--- src/rtl/rr_arb_mux_pkg.sv ---
// Shared types for the round-robin arbiter/mux: request and forwarded packet
// layouts plus the arbiter state encoding.
package arb_pkg;

  typedef struct packed {
    logic [31:0] addr;
    logic [31:0] wdata;
    logic        wr;
  } packet_in;

  typedef struct packed {
    logic [31:0] addr;
    logic [31:0] wdata;
    logic        wr;
    logic [3:0]  id;
  } packet_out;

  typedef enum logic [1:0] {
    IDLE  = 2'd0,
    ISSUE = 2'd1,
    WAIT  = 2'd2
  } arb_state_e;

endpackage

--- src/rtl/rr_arb_mux_if.sv ---
// Bus bundle between the requesting masters, the arbiter and the memory side.
// The arbiter uses the slave modport, the master side drives requests and responses.
interface arb_intf #(
  parameter int N_MASTERS = 4,
  parameter int DATA_W    = 32
);
  import arb_pkg::*;

  localparam int ID_W = $clog2(N_MASTERS);

  logic [N_MASTERS-1:0] REQ;
  logic [N_MASTERS-1:0] MASK;
  logic [N_MASTERS-1:0] GNT;
  packet_in [N_MASTERS-1:0] master_in_data;
  packet_out            master_out_data;
  logic                 mem_valid;
  logic [DATA_W-1:0]    rdata;
  logic                 rdata_ack;
  logic [DATA_W-1:0]    slave_rdata;
  logic                 slave_rdata_ack;
  logic [ID_W-1:0]      slave_id;
  logic                 timeout_err;

  modport slave (
    input  REQ, MASK, master_in_data, rdata, rdata_ack,
    output GNT, master_out_data, mem_valid, slave_rdata, slave_rdata_ack,
           slave_id, timeout_err
  );

  modport master (
    output REQ, MASK, master_in_data, rdata, rdata_ack,
    input  GNT, master_out_data, mem_valid, slave_rdata, slave_rdata_ack,
           slave_id, timeout_err
  );

endinterface

--- src/rtl/rr_arb_mux_pick.sv ---
// Combinational round-robin picker: first set bit of the eligible vector at
// or after ptr, searching modulo N_MASTERS.
module rr_pick #(
  parameter int N_MASTERS = 4,
  parameter int ID_W      = $clog2(N_MASTERS)
) (
  input  logic [N_MASTERS-1:0] eligible,
  input  logic [ID_W-1:0]      ptr,
  output logic [ID_W-1:0]      winner,
  output logic                 valid
);

  logic [ID_W-1:0] idx;

  always_comb begin
    winner = '0;
    valid  = 1'b0;
    idx    = '0;
    for (int i = 0; i < N_MASTERS; i++) begin
      idx = ID_W'((int'(ptr) + i) % N_MASTERS);
      if (!valid && eligible[idx]) begin
        valid  = 1'b1;
        winner = idx;
      end
    end
  end

endmodule

--- src/rtl/rr_arb_mux.sv ---
// Round-robin arbiter that forwards one master's packet to memory at a time
// and routes the memory response back, with a forced release on timeout.
module rr_arb_mux #(
  parameter int N_MASTERS = 4,
  parameter int DATA_W    = 32,
  parameter int TIMEOUT   = 255
) (
  input logic    clk,
  input logic    reset,
  arb_intf.slave bus
);
  import arb_pkg::*;

  localparam int ID_W = $clog2(N_MASTERS);

  localparam logic [1:0] ST_IDLE  = 2'(IDLE);
  localparam logic [1:0] ST_ISSUE = 2'(ISSUE);
  localparam logic [1:0] ST_WAIT  = 2'(WAIT);

  // The counter starts at zero on WAIT entry, so the last waiting cycle is TIMEOUT-1.
  localparam logic [15:0] WAIT_LAST = 16'(TIMEOUT - 1);

  logic [1:0]           state;
  logic [ID_W-1:0]      ptr;
  logic [ID_W-1:0]      owner;
  logic [ID_W-1:0]      owner_next;
  logic [15:0]          wait_cnt;
  logic [N_MASTERS-1:0] eligible;
  logic [ID_W-1:0]      winner;
  logic                 win_valid;
  packet_in             sel_pkt;

  logic [N_MASTERS-1:0] gnt_q;
  packet_out            out_q;
  logic                 mem_valid_q;
  logic [DATA_W-1:0]    slave_rdata_q;
  logic                 slave_ack_q;
  logic [ID_W-1:0]      slave_id_q;
  logic                 timeout_q;

  assign eligible   = bus.REQ & ~bus.MASK;
  assign sel_pkt    = bus.master_in_data[winner];
  assign owner_next = (int'(owner) == N_MASTERS - 1) ? '0 : owner + 1'b1;

  rr_pick #(
    .N_MASTERS(N_MASTERS),
    .ID_W     (ID_W)
  ) u_pick (
    .eligible(eligible),
    .ptr     (ptr),
    .winner  (winner),
    .valid   (win_valid)
  );

  always_ff @(posedge clk or posedge reset) begin
    if (reset) begin
      state         <= ST_IDLE;
      ptr           <= '0;
      owner         <= '0;
      wait_cnt      <= '0;
      gnt_q         <= '0;
      out_q         <= '0;
      mem_valid_q   <= 1'b0;
      slave_rdata_q <= '0;
      slave_ack_q   <= 1'b0;
      slave_id_q    <= '0;
      timeout_q     <= 1'b0;
    end else begin
      mem_valid_q <= 1'b0;
      slave_ack_q <= 1'b0;
      timeout_q   <= 1'b0;
      case (state)
        ST_IDLE: begin
          if (win_valid) begin
            state       <= ST_ISSUE;
            owner       <= winner;
            gnt_q       <= {{(N_MASTERS-1){1'b0}}, 1'b1} << winner;
            out_q.addr  <= sel_pkt.addr;
            out_q.wdata <= sel_pkt.wdata;
            out_q.wr    <= sel_pkt.wr;
            out_q.id    <= 4'(winner);
          end
        end
        ST_ISSUE: begin
          mem_valid_q <= 1'b1;
          wait_cnt    <= '0;
          state       <= ST_WAIT;
        end
        ST_WAIT: begin
          // An ack on the final counted cycle still completes normally.
          if (bus.rdata_ack) begin
            slave_rdata_q <= bus.rdata;
            slave_ack_q   <= 1'b1;
            slave_id_q    <= owner;
            gnt_q         <= '0;
            ptr           <= owner_next;
            state         <= ST_IDLE;
          end else if (wait_cnt == WAIT_LAST) begin
            timeout_q <= 1'b1;
            gnt_q     <= '0;
            ptr       <= owner_next;
            state     <= ST_IDLE;
          end else begin
            wait_cnt <= wait_cnt + 16'd1;
          end
        end
        default: state <= ST_IDLE;
      endcase
    end
  end

  assign bus.GNT             = gnt_q;
  assign bus.master_out_data = out_q;
  assign bus.mem_valid       = mem_valid_q;
  assign bus.slave_rdata     = slave_rdata_q;
  assign bus.slave_rdata_ack = slave_ack_q;
  assign bus.slave_id        = slave_id_q;
  assign bus.timeout_err     = timeout_q;

endmodule

--- src/flat_wrapper.sv ---
// flat-port wrapper written by rule: the top's interface ports become plain ports
module rr_arb_mux_flat import arb_pkg::*;
#(
  parameter int N_MASTERS = 4,
  parameter int DATA_W    = 32,
  parameter int TIMEOUT   = 255
)
  (clk, reset, bus_REQ, bus_MASK, bus_master_in_data, bus_rdata, bus_rdata_ack, bus_GNT, bus_master_out_data, bus_mem_valid, bus_slave_rdata, bus_slave_rdata_ack, bus_slave_id, bus_timeout_err);
  arb_intf #(.N_MASTERS(N_MASTERS), .DATA_W(DATA_W)) bus_i ();
  input logic clk;
  input logic reset;
  input wire logic [$bits(bus_i.REQ)-1:0] bus_REQ;
  input wire logic [$bits(bus_i.MASK)-1:0] bus_MASK;
  input wire logic [$bits(bus_i.master_in_data)-1:0] bus_master_in_data;
  input wire logic [$bits(bus_i.rdata)-1:0] bus_rdata;
  input wire logic [$bits(bus_i.rdata_ack)-1:0] bus_rdata_ack;
  output wire logic [$bits(bus_i.GNT)-1:0] bus_GNT;
  output wire logic [$bits(bus_i.master_out_data)-1:0] bus_master_out_data;
  output wire logic [$bits(bus_i.mem_valid)-1:0] bus_mem_valid;
  output wire logic [$bits(bus_i.slave_rdata)-1:0] bus_slave_rdata;
  output wire logic [$bits(bus_i.slave_rdata_ack)-1:0] bus_slave_rdata_ack;
  output wire logic [$bits(bus_i.slave_id)-1:0] bus_slave_id;
  output wire logic [$bits(bus_i.timeout_err)-1:0] bus_timeout_err;
  assign bus_i.REQ = bus_REQ;
  assign bus_i.MASK = bus_MASK;
  assign bus_i.master_in_data = bus_master_in_data;
  assign bus_i.rdata = bus_rdata;
  assign bus_i.rdata_ack = bus_rdata_ack;
  assign bus_GNT = bus_i.GNT;
  assign bus_master_out_data = bus_i.master_out_data;
  assign bus_mem_valid = bus_i.mem_valid;
  assign bus_slave_rdata = bus_i.slave_rdata;
  assign bus_slave_rdata_ack = bus_i.slave_rdata_ack;
  assign bus_slave_id = bus_i.slave_id;
  assign bus_timeout_err = bus_i.timeout_err;
  rr_arb_mux #(.N_MASTERS(N_MASTERS), .DATA_W(DATA_W), .TIMEOUT(TIMEOUT)) u_core (.clk(clk), .reset(reset), .bus(bus_i));
endmodule
--- config.mk ---
export PLATFORM = sky130hd
export DESIGN_NAME = rr_arb_mux_flat
export DESIGN_NICKNAME = d
export VERILOG_FILES = /design/src/rtl/rr_arb_mux_pkg.sv /design/src/rtl/rr_arb_mux_if.sv /design/src/rtl/rr_arb_mux_pick.sv /design/src/rtl/rr_arb_mux.sv /design/src/flat_wrapper.sv
export SDC_FILE = /design/constraint.sdc
export NUM_CORES = 1
export LEC_CHECK = 0
export ABC_AREA = 1
export CAP_MARGIN = 20
export CORE_ASPECT_RATIO = 0.5
export CORE_MARGIN = 1
export CORE_UTILIZATION = 41
export CTS_CLUSTER_SIZE = 20
export DETAILED_ROUTE_END_ITERATION = 10
export MAX_ROUTING_LAYER = met4
export PLACE_DENSITY = 0.84
export SETUP_SLACK_MARGIN = 0.05
export SLEW_MARGIN = 10
export SYNTH_ARGS = -nofsm -noshare
export SYNTH_HDL_FRONTEND = slang
export SYNTH_SLANG_ARGS = --single-unit
--- constraint.sdc ---
create_clock -name clk -period 4.3 [get_ports clk]
set_clock_uncertainty 0.15 [all_clocks]
set_input_delay 0.43 -clock clk [delete_from_list [all_inputs] [get_ports clk]]
set_output_delay 0.43 -clock clk [all_outputs]
set_load 0.005 [all_outputs]
# Word-level counts from Yosys, hierarchy flattened
# Index checks and enable logic that the tools add are counted.
# classes
bitwise	2
order_cmp	5
shift	1
muxes	38
n_addsub	5
n_reduce_logical	16
n_eq_ne	8
# ops
cell	count
$bmux 65 s2	1
$mux 65	1
$mux 16	2
$pmux 16 s2	1
$mux 2	10
$add 16x1->16 const B	1
$eq 16x8->1 const B	1
$lt 2x3->1 const B	5
$mux 1	14
$mux 4	3
$bmux 1 s2	4
$pmux 4 s2	1
$reduce_and 2->1	4
$ne 2x2->1 const B	3
$pmux 2 s3	1
$reduce_and 3->1	2
$reduce_bool 2->1	3
$add 2x1->2 const B	2
$add 2x2->2 const B	2
$and 4x4->4	1
$eq 2x1->1 const B	2
$not 4->4	1
$shl 1x2->4 const A	1
$logic_and 1x1->1	3
other kinds (4)	6
# word_totals
input_bits	303
regBits	128
output_inout_bits	110

# Depth between registers and ports, before layout
# Gate-level depths: netlist of the first run.
# logic_depth
ltp_word	17
mapped_depth	18
depth_no_buf	15

# Modules after synthesis
# Synthesis of the first run repeated with hierarchy kept, for this count alone.
# unflattened
cells_unflattened	910
area_unflattened_um2	6897.9
# by_module_without_submodules
mod	seq_area_each_um2	cells_each	instances	area_per_inst_um2
rr_arb_mux	3203.1	851	1	6578.8
rr_pick	0.0	59	1	319.1

# Worst setup path before layout of the first run
# No wires, ideal clock.
# synth_timing
kind	flip-flop to flip-flop
startpoint	register u_core.ptr[0]
endpoint	register u_core.out_q, in the netlist u_core.bus.master_out_data[4]
n_path_buf	3
arrival_ns	1.741
period_less_slack_ns	1.956
path_slack_ns	2.344
path_stages_with_launch	16
cell_sequence	dfrtp_1 > buf_6 > inv_4 > nand2_2 > nand2_2 > nand3_1 > nand2_2 > nand3_2 > nor2_1 > nand3b_1 > buf_6 > buf_4 > nand2_1 > nand2_1 > nand2_1 > nand2_1
# synth_via
elab_chain_len	14
elab_cells_between_ends	28
# synth_lines
element	line	rtl
from (decl)	rr_arb_mux.sv:24	logic [ID_W-1:0] ptr;
from (signal assigned)	rr_arb_mux.sv:96	ptr <= owner_next;
from (signal assigned)	rr_arb_mux.sv:101	ptr <= owner_next;
parallel branches: the longest is 14 deep, another holds $add 2x1->2	--	
to (decl)	rr_arb_mux.sv:34	packet_out out_q;
# Several ways; the timed one is not identified. The select of a mux whose other input is x is not followed.
# A chain may end at the register's enable or synchronous reset.

# Final worst setup path of the first run
# layout_timing
startpoint	register u_core.ptr[0]
endpoint	register u_core.out_q, in the netlist u_core.bus.master_out_data[66]
# The elaborated chain is that of the path after synthesis.

==> results of run 1 <==
[power by group]
group	switching, mW	internal, mW	leakage [nW]
sequential	0.291	1.73	1.63
clock	0.580	0.936	0.294
combinational	3.72	2.37	4.61
total	4.59	5.03	6.54
[metrics by stage]
step	cells	setup WS (ns)	hold WS (ns)	utilization
3_3_place_gp	1874	1.05	0.304	0.648
4_1_cts	1907	1.16	0.323	0.682
3_5_place_dp	1875	1.01	0.308	0.649
5_1_grt	1907	0.872	0.345	0.682
6_report	1907	1.08	0.320	0.682
2_1_floorplan	1272	0.307	0.313	-
[per-layer routing]
layer / up-vias / wire length, microns
li1: 4679 / -
met1: 4449 / 12100
met2: 405 / 14900
met3: 80 / 2030
met4: 0 / 1040
met5: - / 0
[cell usage after synthesis]
master	n	area, sq um
nand3_2	4	40.0
inv_2	3	11.3
buf_6	11	124
a21oi_1	8	40.0
nor2_2	2	12.5
inv_1	25	93.8
nand2_1	799	3000
nor2_1	19	71.3
nand3_1	153	766
a31oi_1	1	6.26
clkbuf_1	23	86.3
nor4b_1	1	8.76
nor3_1	4	20.0
o22ai_1	1	6.26
and3_1	1	6.26
ha_1	3	37.5
clkinv_1	1	3.75
dfrtp_1	128	3200
buf_1	6	22.5
inv_4	1	6.26
nand4_1	5	31.3
conb_1	1	3.75
nor3b_1	1	7.51
o21ai_0	13	65.1
nor4_1	1	6.26
xor2_1	4	35.0
o31ai_1	7	52.6
buf_2	34	170
nand3b_1	1	7.51
buf_4	6	45.0
nand2_2	4	25.0
[flip-flops by register name, summed over array words and instances, names as in the netlist]
name,flops
u_core.bus.master_out_data,65
u_core.bus.slave_rdata,32
u_core.wait_cnt,16
u_core.bus.GNT,4
u_core.bus.slave_id,2
u_core.owner,2
u_core.ptr,2
u_core.state,2
u_core.bus.mem_valid,1
u_core.bus.slave_rdata_ack,1
u_core.bus.timeout_err,1
[logic make-up after synthesis]
| logic type | Yosys count | share of synthesized area |
|---|---|---|
| simple gates | 995 | 0.499 |
| flops | 128 | 0.400 |
| buf+inv | 110 | 0.0703 |
| compound gates | 30 | 0.0212 |
| xor+xnor | 4 | 0.00437 |
| fa+ha+maj | 3 | 0.00468 |
| other cells | 1 | 0.000468 |
[critical path, cell delays in order (launching register included)]
cell,delay [ns]
dfrtp_1,0.63
inv_4,0.12
nand2_1,0.08
nand2_1,0.09
nand3_1,0.11
nand2_2,0.09
nand2_1,0.12
nand3_4,0.31
nand2_4,0.38
buf_4,0.49
nand2_1,0.10
nand2_1,0.14
nand2_1,0.09
nand2_1,0.08
nand2_1,0.05
nand2_1,0.08
[cell type report]
class,count,area (sq um)
Tap cell,259,324
Clock inverter,14,179
Clock buffer,18,439
Inverter,30,118
Timing Repair Buffer,424,4250
Fill cell,1644,5960
Multi-Input combinational cell,1034,4280
Sequential cell,128,3200
[worst min-delay path by stage]
stage	to	slack (ns)
after floorplan	u_core.wait_cnt[14]	0.31
after global placement	u_core.bus.slave_rdata[15]	0.30
after detailed placement	u_core.bus.slave_rdata[10]	0.31
after CTS	u_core.bus.slave_id[0]	0.32
after global routing	u_core.bus.slave_rdata[28]	0.34
final	u_core.bus.slave_id[0]	0.32
==> run metrics, run 1 <==
PD cells between 700 and 800 nW/um^2; IO Pins approximately 410; CP startpoint u_core.ptr[0]; FMAX 310 MHz; post-synthesis sequential area ratio 0.400; DRT Pass-1 Iters 6; Synth Register Bits 128; Final Total Pwr slightly below 10 mW; Worst EP arrival 3.42 ns; Syn Inst Count between 1000 and 1500; clk buf depth 2; Peak VDD IR around 0.65 mV; WP data required about 4.5 ns; Startpoint Class flip-flop; critical path class reg2reg; status completed; clock sink count 128; initial antenna violation count 0; gr busiest metal met2; First DRT Iteration DRCs approximately 720; Least-Margin Pin Slew 0.853 ns; cts bufs inserted 17; LEAKAGE 6.54 nW; RR Startpoint u_core.ptr[0]; DRC Markers 0; Post-CTS Resized 0; max-cap viol count 0; # Post-CTS Setup Buffers 0; Warnings, synthesis 0; largest net degree at the start of global routing 78; Die Ht ~100 microns; # diodes 0; area delta synth->final 59.5%; post-synthesis cell area 8010 sq um; total die area approximately 20000 sq um; wire per inst roughly 16 microns; first-pass GRT wire length around 46000 microns; htree depth 4; period utilization 0.749; max-slew violations 0; hold-fix buffers at CTS 0; crit-path max FO 53; Hold Crit Class reg2reg; Port Buffers 410; Final HPWL DP approximately 22000 microns; post-route ant nets 0; setup TNS 0 ns; Reg clk slew, reported paths 0.06 ns; initial core utilization 0.428; commonest cells after routing, fill and taps aside nand2_1 (799), clkdlybuf4s50_1 (410), nand3_1 (153); unrepaired setup endpoints after global routing no; root buf cell clkbuf_16; fraction of layout cells with a size suffix above 1 0.0376; nets@finish between 1500 and 2000; number of core rows 35; via/cell ratio 5.04; total number of vias 9613; library cells used by synthesis 31; routed wire length roughly 30000 microns; CTS tree built; endpoints failing hold 0; gp weighted congestion slightly above 1; post-route cell area 12800 sq um; CP Capture Type flip-flop; Core Box Area about 19000 sq um; vias in the first global route between 8000 and 9000; # setup viols final 0; Final min period between 3 and 4 ns; gr usage total 0.305; mean area per synthesized cell about 6.3 sq um; cells on worst reg2reg path 15; R2R setup slack around 1.1 ns; total gr overflow 0; Reg-to-Reg End u_core.bus.master_out_data[66]; placed inst area between 10000 and 15000 sq um; Clock Latency Late Sink ~0.42 ns; commonest non-fill, non-tap cell in the layout nand2_1; crit path to u_core.bus.master_out_data[66]; Hold Startpoint u_core.bus.slave_id[0]; grt met3 use 0.0525; met2 GRT Util 0.510; WHS Path Cells 2; max_slew headroom 0.430; GR Util met1 0.369; Die X-Extent 200 microns
Note: power is estimated with default switching activity, not from simulation.
==> run 2: changes to the inputs <==
==> constraint.sdc (replaced) <==
create_clock -name clk -period 2.97 [get_ports clk]
set_clock_uncertainty 0.15 [all_clocks]
set_input_delay 0.297 -clock clk [delete_from_list [all_inputs] [get_ports clk]]
set_output_delay 0.297 -clock clk [all_outputs]
set_load 0.005 [all_outputs]
==> run metrics, run 2 (same netlist as run 1, synthesis figures left out) <==
Crit path max-delay family simple AND/OR/NAND/NOR gates; crit-path max cell delay 0.62 ns (about the same); endpoints failing hold 0 (unchanged); CP Capture Type flip-flop; initial core utilization 0.428 (unchanged); WP data required 3.16 ns (-1.34 ns); Die Ht 101 microns (unchanged); Clock Latency Late Sink 0.41 ns (about the same); number of core rows 35 (unchanged); htree depth 4 (unchanged); Least-Margin Pin Slew 0.867 ns (+0.0141 ns); # Post-CTS Setup Buffers 0 (unchanged); initial antenna violation count 0 (unchanged); commonest cells after routing, fill and taps aside nand2_1 (799), clkdlybuf4s50_1 (410), nand3_1 (153); Largest register FFs 65 (unchanged); Layout Cells excl Fill 1916 (+0.47%); met3 WL 1820 microns (-10%); first-pass GRT wire length 46300 microns (+1.0%); total number of vias 9569 (-0.46%); total die area 20100 sq um (unchanged); Core Box Area 18700 sq um (unchanged); root buf cell clkbuf_16; Reg clk slew, reported paths 0.06 ns (about the same); Final HPWL DP 22800 microns (+2.1%); worst-path cell chain inv_4 -> nand3_1 -> nand2_1 -> nor2_1 -> nand3_2 -> nand3_4 -> buf_12 -> nand3_1 -> nand2_1 -> nand2_1 -> nand2_1 -> nand2_1 -> nand2_1; wire per inst 15.6 microns (-0.86%); Worst EP arrival 2.85 ns (-0.57 ns); Hold Crit Class in2async; fraction of layout cells with a size suffix above 1 0.0428 (+0.00523); area delta synth->final 60.5%; vias in the first global route 9008 (+1.3%); largest net degree at the start of global routing 110 (+41%); Post-CTS Resized 0 (unchanged); DRT Pass-1 Iters 5 (-1); max-slew violations 0 (unchanged); hold-fix buffers at CTS 0 (unchanged); max_slew headroom 0.421 (-0.00926); status completed; Final Total Pwr 13.9 mW (+45%); routed wire length 30000 microns (-0.40%); gp weighted congestion 1.13 (+8.9%); nets@finish 1950 (+0.46%); Die X-Extent 200 microns (unchanged); post-route setup slack 0.314 ns (-0.764 ns); DRC Markers 0 (unchanged); cts bufs inserted 17 (unchanged); setup TNS 0 ns (unchanged); max-cap viol count 0 (unchanged); IO Pins 413 (unchanged); CTS tree built; Final min period 2.66 ns (-0.566 ns); Worst path slowest cell dfrtp_1; Port Buffers 410 (unchanged); gr usage total 0.306 (+0.00118); DRT met1 WL 12300 microns (+1.6%); total gr overflow 0 (unchanged); LEAKAGE 6.58 nW (+0.59%); dpl ws 0.327 ns (-0.687 ns); period utilization 0.894 (+0.145); Peak VDD IR 1.02 mV (+57%); PD cells 1080 nW/um^2 (+44%); clk buf depth 2 (unchanged); Worst path most repeated cell nand2_1; Post-Place Cells 1884 (+0.48%); via/cell ratio 4.99 (-0.93%); FMAX 376 MHz (+21%); # diodes 0 (unchanged); commonest non-fill, non-tap cell in the layout nand2_1; clock sink count 128 (unchanged); critical path class reg2reg; post-route ant nets 0 (unchanged); placed inst area 12300 sq um (+0.98%); Max Used Layer met4; unrepaired setup endpoints after global routing no; First DRT Iteration DRCs 669 (-7.5%); crit-path max FO 109 (+110%); # setup viols final 0 (unchanged); Startpoint Class flip-flop; Crit path buffers/inverters 2 (unchanged); WL met2 15200 microns (+1.9%); R2R setup slack 0.31 ns (-0.76 ns); post-route cell area 12900 sq um (+0.58%)
==> run 2: changes by cell type in the layout (fill, tap and decap cells not counted), moves of 2 or more <==
cell,previous run,this run
buf_4,11,16
buf_12,3,7
inv_6,4,7
bufinv_16,3,1
==> run 2: report_power, final <==
part	switching (mW)	total, mW	internal [mW]
combinational	5.40	8.95	3.55
sequential	0.435	2.94	2.50
clock	0.860	2.04	1.18
==> run 2: layout make-up <==
cell class / count / area (sq um)
clock buffer: 17 / 425
clock inverter: 15 / 148
fill: 1637 / 5880
inverter: 30 / 119
multi-input combinational: 1034 / 4280
sequential: 128 / 3200
tap: 259 / 324
timing repair buffer: 433 / 4360
==> run 2: worst paths after layout <==
check                                            from                              to  cells past startpoint
max in group asynchronous                       reset               u_core.bus.GNT[1]                      3
min in group clk                         bus_rdata[8]       u_core.bus.slave_rdata[8]                      3
setup reg to reg                        u_core.ptr[0]  u_core.bus.master_out_data[39]                     13
setup / recovery                        u_core.ptr[0]  u_core.bus.master_out_data[39]                     13
hold / removal                                  reset  u_core.bus.master_out_data[23]                      2
hold reg to reg            u_core.bus.slave_rdata[19]      u_core.bus.slave_rdata[19]                      2
==> run 2: stage by stage <==
| step | util | hold WS, ns |
|---|---|---|
| floorplan | - | 0.264 |
| global placement | 0.656 | 0.302 |
| detailed placement | 0.656 | 0.309 |
| CTS | 0.686 | 0.262 |
| global route | 0.686 | 0.276 |
| finish | 0.686 | 0.275 |
==> run 2: metal layers <==
layer	up-vias	GRT usage
li1	4698	-
met1	4444	0.372
met2	367	0.529
met3	60	0.0502
met4	0	0.0816
met5	-	-
==> run 3: changes to the inputs <==
--- a/config.mk
+++ b/config.mk
@@ -7,15 +7,16 @@
 export LEC_CHECK = 0
 export ABC_AREA = 1
 export CAP_MARGIN = 20
-export CORE_ASPECT_RATIO = 0.5
-export CORE_MARGIN = 1
-export CORE_UTILIZATION = 41
+export CORE_AREA = 2 2 159 161
 export CTS_CLUSTER_SIZE = 20
 export DETAILED_ROUTE_END_ITERATION = 10
+export DIE_AREA = 0 0 161 163
+export DONT_BUFFER_PORTS = 1
 export MAX_ROUTING_LAYER = met4
-export PLACE_DENSITY = 0.84
+export PLACE_DENSITY = 0.43
 export SETUP_SLACK_MARGIN = 0.05
 export SLEW_MARGIN = 10
 export SYNTH_ARGS = -nofsm -noshare
 export SYNTH_HDL_FRONTEND = slang
+export SYNTH_HIERARCHICAL = 1
 export SYNTH_SLANG_ARGS = --single-unit
==> run metrics, run 3 <==
Final HPWL DP 19200 microns (-16%); hold-fix buffers at CTS 248 (+248); library cells used by synthesis 29 (-6.5%); Post-CTS Resized 0 (unchanged); Synth Register Bits 128 (unchanged); Die X-Extent 161 microns (-19%); cts bufs inserted 17 (unchanged); post-synthesis cell area 6900 sq um (-14%); root buf cell clkbuf_16; Post-synth EDFFs 0 (unchanged); Port Buffers 0 (-100%); clock sink count 128 (unchanged); clk buf depth 2 (unchanged); Stop Error [ERROR RSZ-0060] Max buffer count reached.; post-synthesis sequential area ratio 0.464 (+0.0647); Area contributors post-synth dfrtp_1 (46%), nand2_1 (20%), a41oi_1 (7.1%); status did not finish; Warnings, synthesis 6 (+6); top cell type's share of synthesized area 0.464 (+0.0647); initial core utilization 0.280 (-0.148); htree depth 4 (unchanged); most common cell in the netlist nand2_1; synth cell count leaders nand2_1 (359), dfrtp_1 (128), nor2_1 (93); # Post-CTS Setup Buffers 0 (unchanged); mean area per synthesized cell 7.58 sq um (+20%); Die Ht 163 microns (+62%); ys flop type dfrtp_1; IO Pins 413 (unchanged); gp weighted congestion 0.792 (-30%); Syn Inst Count 910 (-28%); Fail Step clock tree synthesis (4_1_cts); placed inst area 7310 sq um (-41%); number of core rows 58 (+66%); post-synth top area cell dfrtp_1; Post-synth ARST share 1.00 (unchanged)
-- run 3: cell count changes after synthesis, moves of 11 or more --
cell,before,now
nand2_1,799,359
nand3_1,153,39
nor2_1,19,93
a41oi_1,0,56
a21oi_1,8,59
a22oi_1,0,18
buf_2,34,23
-- run 3: stage by stage --
| step | worst slack (ns) | cells |
|---|---|---|
| 3_5_place_dp | 0.253 | 1203 |
| 3_3_place_gp | 0.315 | 1203 |
| 2_1_floorplan | 0.814 | 911 |
-- run 3: logic make-up after synthesis --
group,share of synthesized area
fa+ha+maj,0.00544
flops,0.464
simple gates,0.310
compound gates,0.153
xor+xnor,0.00635
other cells,0.000544
buf+inv,0.0608
==> run 4: changes to the inputs <==
--- a/config.mk
+++ b/config.mk
@@ -7,14 +7,11 @@
 export LEC_CHECK = 0
 export ABC_AREA = 1
 export CAP_MARGIN = 20
-export CORE_AREA = 2 2 159 161
-export CTS_CLUSTER_SIZE = 20
+export CORE_AREA = 2 2 160 162
 export DETAILED_ROUTE_END_ITERATION = 10
-export DIE_AREA = 0 0 161 163
+export DIE_AREA = 0 0 162 164
 export DONT_BUFFER_PORTS = 1
-export MAX_ROUTING_LAYER = met4
-export PLACE_DENSITY = 0.43
-export SETUP_SLACK_MARGIN = 0.05
+export PLACE_DENSITY_LB_ADDON = 0.15
 export SLEW_MARGIN = 10
 export SYNTH_ARGS = -nofsm -noshare
 export SYNTH_HDL_FRONTEND = slang
==> run metrics, run 4 <==
hold-fix buffers at CTS 247 (-0.40%); largest family of logic cells by synthesized area simple AND/OR/NAND/NOR gates; # Post-CTS Setup Buffers 0 (unchanged); Fail Step clock tree synthesis (4_1_cts); post-synthesis simple-gate area fraction 0.310 (unchanged); post-synthesis sequential area ratio 0.464 (unchanged); Post-synth EDFFs 0 (unchanged); clock sink count 128 (unchanged); Post-synth ARST share 1.00 (unchanged); mean area per synthesized cell 7.58 sq um (unchanged); multiplexer share of the synthesized area 0 (unchanged); IO Pins 413 (unchanged); status did not finish; Warnings, synthesis 6 (unchanged); top cell type's share of synthesized area 0.464 (unchanged); Stop Error [ERROR RSZ-0060] Max buffer count reached.; Final HPWL DP 18300 microns (-5.0%); Synth Area in Adders 0.00544 (unchanged); cts bufs inserted 17 (unchanged); ys flop type dfrtp_1; Die Ht 164 microns (+0.61%); number of core rows 58 (unchanged); post-synthesis cell area 6900 sq um (unchanged); gp weighted congestion 0.828 (+4.5%); synth cell count leaders nand2_1 (359), dfrtp_1 (128), nor2_1 (93); Post-CTS Resized 0 (unchanged); root buf cell clkbuf_16; Die X-Extent 162 microns (+0.62%); library cells used by synthesis 29 (unchanged); placed inst area 7260 sq um (-0.58%); Area contributors post-synth dfrtp_1 (46%), nand2_1 (20%), a41oi_1 (7.1%); clk buf depth 2 (unchanged); Port Buffers 0 (unchanged); Compound-Gate Fraction of Synth Area 0.153 (unchanged); initial core utilization 0.278 (-0.00163); Syn Inst Count 910 (unchanged); post-synth top area cell dfrtp_1; most common cell in the netlist nand2_1; htree depth 4 (unchanged); Synth Register Bits 128 (unchanged); XOR/XNOR Fraction of Synth Area 0.00635 (unchanged)
==> run 4: cell counts after synthesis <==
No cell type changed its count.
==> run 4: metrics by stage <==
step	cells	setup slack (ns)	utilization
2_1_floorplan	911	0.814	-
3_5_place_dp	1199	0.383	0.293
3_3_place_gp	1199	0.411	0.293
==> run 4: cell families after synthesis <==
| kind of cell | Yosys count |
|---|---|
| fa+ha+maj | 3 |
| simple gates | 522 |
| flops | 128 |
| other cells | 1 |
| xor+xnor | 5 |
| buf+inv | 94 |
| compound gates | 157 |
